<file path="src/rtl/ika87ad_extbus_arbiter.sv">
// External bus arbiter for the IKA87AD: grants one of two masters and runs the
// multiplexed ALE / strobe / wait-state / capture sequence on PCEN ticks.
module ika87ad_extbus_arbiter #(
    parameter int WAIT_STATES = 1,
    parameter int RR_ENABLE   = 1
) (
    input  logic        i_EMUCLK,
    input  logic        i_RESET_n,
    input  logic        i_MCUCLK_PCEN,
    input  logic        i_REQ0,
    input  logic        i_REQ1,
    input  logic        i_WE0,
    input  logic        i_WE1,
    input  logic [15:0] i_ADDR0,
    input  logic [15:0] i_ADDR1,
    input  logic [7:0]  i_WDATA0,
    input  logic [7:0]  i_WDATA1,
    output logic        o_ACK0,
    output logic        o_ACK1,
    output logic [7:0]  o_RDATA,
    output logic        o_ALE,
    output logic        o_RD_n,
    output logic        o_WR_n,
    output logic [7:0]  o_A_HI,
    output logic [7:0]  o_AD_O,
    output logic        o_AD_OE,
    input  logic [7:0]  i_AD_I,
    output logic        o_GNT
);

    typedef enum logic [2:0] {IDLE, T1, T2, TW, T3} state_t;

    localparam logic [2:0] WS_M1 = (WAIT_STATES > 0) ? 3'(WAIT_STATES - 1) : 3'd0;

    state_t      state;
    logic [2:0]  wait_cnt;
    logic        last_port;
    logic        we_q;
    logic [7:0]  wdata_q;

    logic        req0, req1, pick;
    logic        sel_we;
    logic [15:0] sel_addr;
    logic [7:0]  sel_wdata;

    // A port whose ACK is on the wire this cycle has not yet had a chance to drop
    // its REQ, so it is masked to avoid a phantom second transaction.
    always_comb begin
        req0 = i_REQ0 & ~o_ACK0;
        req1 = i_REQ1 & ~o_ACK1;
        pick = 1'b0;
        if (req0 && req1)
            pick = (RR_ENABLE != 0) ? ~last_port : 1'b0;
        else if (req1)
            pick = 1'b1;
        sel_we    = pick ? i_WE1    : i_WE0;
        sel_addr  = pick ? i_ADDR1  : i_ADDR0;
        sel_wdata = pick ? i_WDATA1 : i_WDATA0;
    end

    always_ff @(posedge i_EMUCLK or negedge i_RESET_n) begin
        if (!i_RESET_n) begin
            state     <= IDLE;
            wait_cnt  <= 3'd0;
            last_port <= 1'b1;
            we_q      <= 1'b0;
            wdata_q   <= 8'h00;
            o_ACK0    <= 1'b0;
            o_ACK1    <= 1'b0;
            o_RDATA   <= 8'h00;
            o_ALE     <= 1'b0;
            o_RD_n    <= 1'b1;
            o_WR_n    <= 1'b1;
            o_A_HI    <= 8'h00;
            o_AD_O    <= 8'h00;
            o_AD_OE   <= 1'b0;
            o_GNT     <= 1'b0;
        end else begin
            o_ACK0 <= 1'b0;
            o_ACK1 <= 1'b0;
            if (i_MCUCLK_PCEN) begin
                case (state)
                    IDLE: begin
                        if (req0 || req1) begin
                            last_port <= pick;
                            o_GNT     <= pick;
                            we_q      <= sel_we;
                            wdata_q   <= sel_wdata;
                            o_A_HI    <= sel_addr[15:8];
                            o_AD_O    <= sel_addr[7:0];
                            o_ALE     <= 1'b1;
                            o_AD_OE   <= 1'b1;
                            state     <= T1;
                        end
                    end
                    T1: begin
                        o_ALE <= 1'b0;
                        if (we_q) begin
                            o_AD_O <= wdata_q;
                            o_WR_n <= 1'b0;
                        end else begin
                            o_AD_OE <= 1'b0;
                            o_RD_n  <= 1'b0;
                        end
                        state <= T2;
                    end
                    T2: begin
                        if (WAIT_STATES == 0) begin
                            state <= T3;
                        end else begin
                            wait_cnt <= WS_M1;
                            state    <= TW;
                        end
                    end
                    TW: begin
                        if (wait_cnt == 3'd0)
                            state <= T3;
                        else
                            wait_cnt <= wait_cnt - 3'd1;
                    end
                    T3: begin
                        if (!we_q)
                            o_RDATA <= i_AD_I;
                        o_RD_n  <= 1'b1;
                        o_WR_n  <= 1'b1;
                        o_AD_OE <= 1'b0;
                        if (o_GNT)
                            o_ACK1 <= 1'b1;
                        else
                            o_ACK0 <= 1'b1;
                        state <= IDLE;
                    end
                    default: state <= IDLE;
                endcase
            end
        end
    end

endmodule

</file>
<file path="config.mk">
export PLATFORM = sky130hd
export DESIGN_NAME = ika87ad_extbus_arbiter
export DESIGN_NICKNAME = d
export VERILOG_FILES = /design/src/rtl/ika87ad_extbus_arbiter.sv
export SDC_FILE = /design/constraint.sdc
export NUM_CORES = 1
export LEC_CHECK = 0
export CAP_MARGIN = 20
export CORE_AREA = 4 4 130 70
export CTS_BUF_LIST = sky130_fd_sc_hd__clkbuf_2
export DETAILED_ROUTE_END_ITERATION = 16
export DIE_AREA = 0 0 134 74
export GPL_ROUTABILITY_DRIVEN = 0
export GPL_TIMING_DRIVEN = 0
export PLACE_DENSITY = 0.6
export SETUP_SLACK_MARGIN = 0.02
export SLEW_MARGIN = 30
export SYNTH_ARGS = -nofsm -noshare
export SYNTH_HDL_FRONTEND = slang
export SYNTH_SLANG_ARGS = --single-unit
</file>
<file path="constraint.sdc">
create_clock -name i_EMUCLK -period 1.4 [get_ports i_EMUCLK]
set_input_delay 0.35 -clock i_EMUCLK [delete_from_list [all_inputs] [get_ports i_EMUCLK]]
set_output_delay 0.35 -clock i_EMUCLK [all_outputs]
set_load 0.005 [all_outputs]
</file>
==> reports/metrics.csv <==
stage;metric;value;unit
pwr;power after layout;5.70;mW
worst_setup_path;crit path DAT;1.82;ns
cts;Max H-tree Level;2;
worst_setup_path;R2R depth;6;
sta;fmax;663;MHz
routing;routed wire length;6.72;mm
placed_design;pre-CTS setup slack;-0.578;ns
floorplanning;IO Pins;94;
synth;Post-Syn Nets;277;
finish;area growth from synthesis to layout;63.5;%
worst_setup_path;worst-path maximum fanout;8;
run_status;status;finished, violations left;
routing;DRT antenna net count;0;
cts;Bufs on Longest Clock Path;2;
synth;most frequent cells after synthesis;dfrtp_1, mux2i_1, o21ai_1;
worst_setup_path;Critical Path Source Type;flip-flop;
synth;Syn. warnings;0;
worst_setup_path;Worst Setup Path Type;reg -> reg;
synth;Post-Syn Instances;212;
finish;area of the multi-input gates;1210;µm²
floorplanning;Core ar.;7860;µm²
synth;Netlist cell types;36;
sta;Fin. Hold Viols;0;
routing;detailed-route wire length per cell;14.7;µm
sta;Final WS setup;-0.109;ns
min_path;Hold Path Stages;2;
grt;Total Routing Usage GR;13.5;%
cts;# clock sinks;47;
routing;DRT iter0 DRCs;114;
synth;sequential fraction of the synthesis area;50.4;%
synth;async set or reset register ratio after synthesis;100;%
worst_setup_path;worst r2r src;o_ACK0$_DFF_PN0_;
synth;FF+latch count, synth;47;
synth;count leader, synth;dfrtp_1;
grt;vias in the first global route;2152;
sta;Slew HR;59.1;%
floorplanning;die area;9920;µm²
pwr;maximum VDD drop;0.000483;V
min_path;worst hold path class;in -> reg;
finish;Sequential Area;1180;µm²
min_path;Worst Hold Launch;i_MCUCLK_PCEN;
cts;TritonCTS Buffers;5;
placed_design;Port Buffers;92;
finish;fillers;726;
run;max-cap violations;0;
placed_design;HPWL Detailed;4.82;mm
routing;Residual DRC;0;
synth;top cell type by total area after synthesis;dfrtp_1;
floorplanning;row cnt;23;
floorplanning;chip height;74;µm
synth;EDFF count, synth;0;
synth;synthesized area per cell;11.0;µm²
placed_design;area post-placement;3420;µm²
synth;Post-Syn Area;2340;µm²
cts;CTS tree;yes;
sta;setup violators final;37;
worst_setup_path;data required time of the worst path;1.71;ns
cts;CTS clock-pin slew for the worst setup and hold paths;0.23;ns
sta;fin crit period;1.51;ns
finish;post-layout util;48.7;%
finish;Ant. Diodes;0;
pwr;power per cell area;1490;nW/µm²
sta;Setup TNS;-2.63;ns
cts;CTS root buffer;clkbuf_2;
finish;Layout Nets;409;
grt;initial antenna violation count;0;
floorplanning;chip width;134;µm
synth;synth top area cells;dfrtp_1, mux2i_1, o21ai_1, mux2_1, nand2_1;
floorplanning;initial core utilization;29.8;%
synth;share of Yosys cell area claimed by the top area cell type;47.1;%
routing;Pre-antenna DRT Iters;4;
grt;largest net degree at the start of global routing;48;
cts;Clk Latency, worst-skew pair;0.40;ns
pwr;Leak;1.83;nW
finish;share of post-route cells with drive strength above 1;37.4;%
grt;GRT overflow;0;
worst_setup_path;CP Launch Point;o_ACK0$_DFF_PN0_;
sta;Clock Skews;0.0293;ns
worst_setup_path;CP Capture Type;flip-flop;
sta;worst-margin pin slew;0.613;ns
routing;DR vias/cell;4.44;
sta;RSZ-0062 raised after global routing;yes;
sta;max-slew violation count;0;
run_status;failing checks;negative setup slack;
synth;Primary FF master, synth;dfrtp_1;
grt;global-route wire length before repair;10.7;mm
sta;Final Cycle Share;108;%
routing;Vias;2028;
finish;final cell area excluding filler cells;3830;µm²
[registers in the layout, summed over array words and instances, names as in the netlist, 3 cells and up]
register / count
o_RDATA: 8
state: 3
wait_cnt: 3
o_A_HI: 8
o_AD_O: 8
wdata_q: 8
[logic make-up after synthesis]
family,count (synthesis),synth area share (%)
AND/OR/NAND/NOR,54,13.0
multiplexers,42,18.4
AO/OA/AOI/OAI,49,12.2
adder cells (fa/ha/maj),2,1.07
flip-flops,47,50.4
buffers and inverters,18,4.87
[stage by stage]
stage / hold WS [ns] / std cells
final: 0.113 / 457
after global routing: 0.0730 / 457
after CTS: 0.0729 / 445
after detailed placement: 0.403 / 416
after global placement: 0.456 / 416
after floorplan: 0.0544 / 212
[routing by layer]
| metal | share of wire (%) | global-route usage [%] | vias up |
|---|---|---|---|
| li1 | - | - | 998 |
| met1 | 43 | 15.8 | 996 |
| met2 | 54 | 26.7 | 30 |
| met3 | 2.2 | 2.43 | 4 |
| met4 | 0.66 | 2.39 | 0 |
| met5 | 0 | 0 | - |
[worst max-delay path, stage by stage (launching register included)]
cell and delay [ns]:
dfrtp_1 0.46, nor2b_4 0.07, buf_6 0.12, o311ai_4 0.31, buf_12 0.18, mux2i_1 0.20
o21ai_1 0.08
[path summary, 6_finish.rpt]
path                                    endpoint  slack [ns]
max                        o_AD_O[4]$_DFFE_PN0P_       -0.11
min                         state[1]$_DFFE_PN0P_        0.11
max reg2reg                o_AD_O[4]$_DFFE_PN0P_       -0.11
min reg2reg                last_port$_DFFE_PN1P_        0.49
max in group asynchronous   state[2]$_DFFE_PN0P_        0.50
min in group asynchronous    o_AD_OE$_DFFE_PN0P_        0.47
[what timing repair did]
item,4_1_cts,5_1_grt
setup endpoints to repair,73,63
hold buffers,1,0
pin swaps,3,10
setup buffers,20,10
gates resized for setup,149,22
cloned,0,2
hold endpoints to repair,44,0
[where the power goes]
group          switching, mW  internal (mW)
clock network          0.415          0.136
registers              0.368           1.91
logic                   1.25           1.62
[area by class of cell]
cell class / instances / share of cell area [%]
sequential: 47 / 30.9
clock buffer: 7 / 0.916
multi-input combinational: 147 / 31.6
clock inverter: 1 / 0.131
buffer: 10 / 3.14
timing repair buffer: 125 / 28.8
tap: 112 / 3.66
inverter: 8 / 0.785
[placed cells by master (no fill, tap or decap), types with 2 or more instances in the layout]
cell,instances
nand2_1,22
o21ai_1,27
nor2b_4,3
o21ai_2,2
mux2i_2,5
inv_1,4
clkbuf_16,2
clkdlybuf4s50_1,60
buf_6,8
mux2i_1,27
and2_2,5
o22ai_1,2
buf_4,27
nor3b_4,2
a21oi_1,9
clkbuf_2,7
mux2i_4,2
mux2_4,8
and2_1,3
dfstp_2,3
buf_2,31
o21ai_0,2
nor2_1,7
inv_2,4
dfrtp_2,2
dfrtp_1,42
buf_12,5
(Power assumes the default switching activity.)
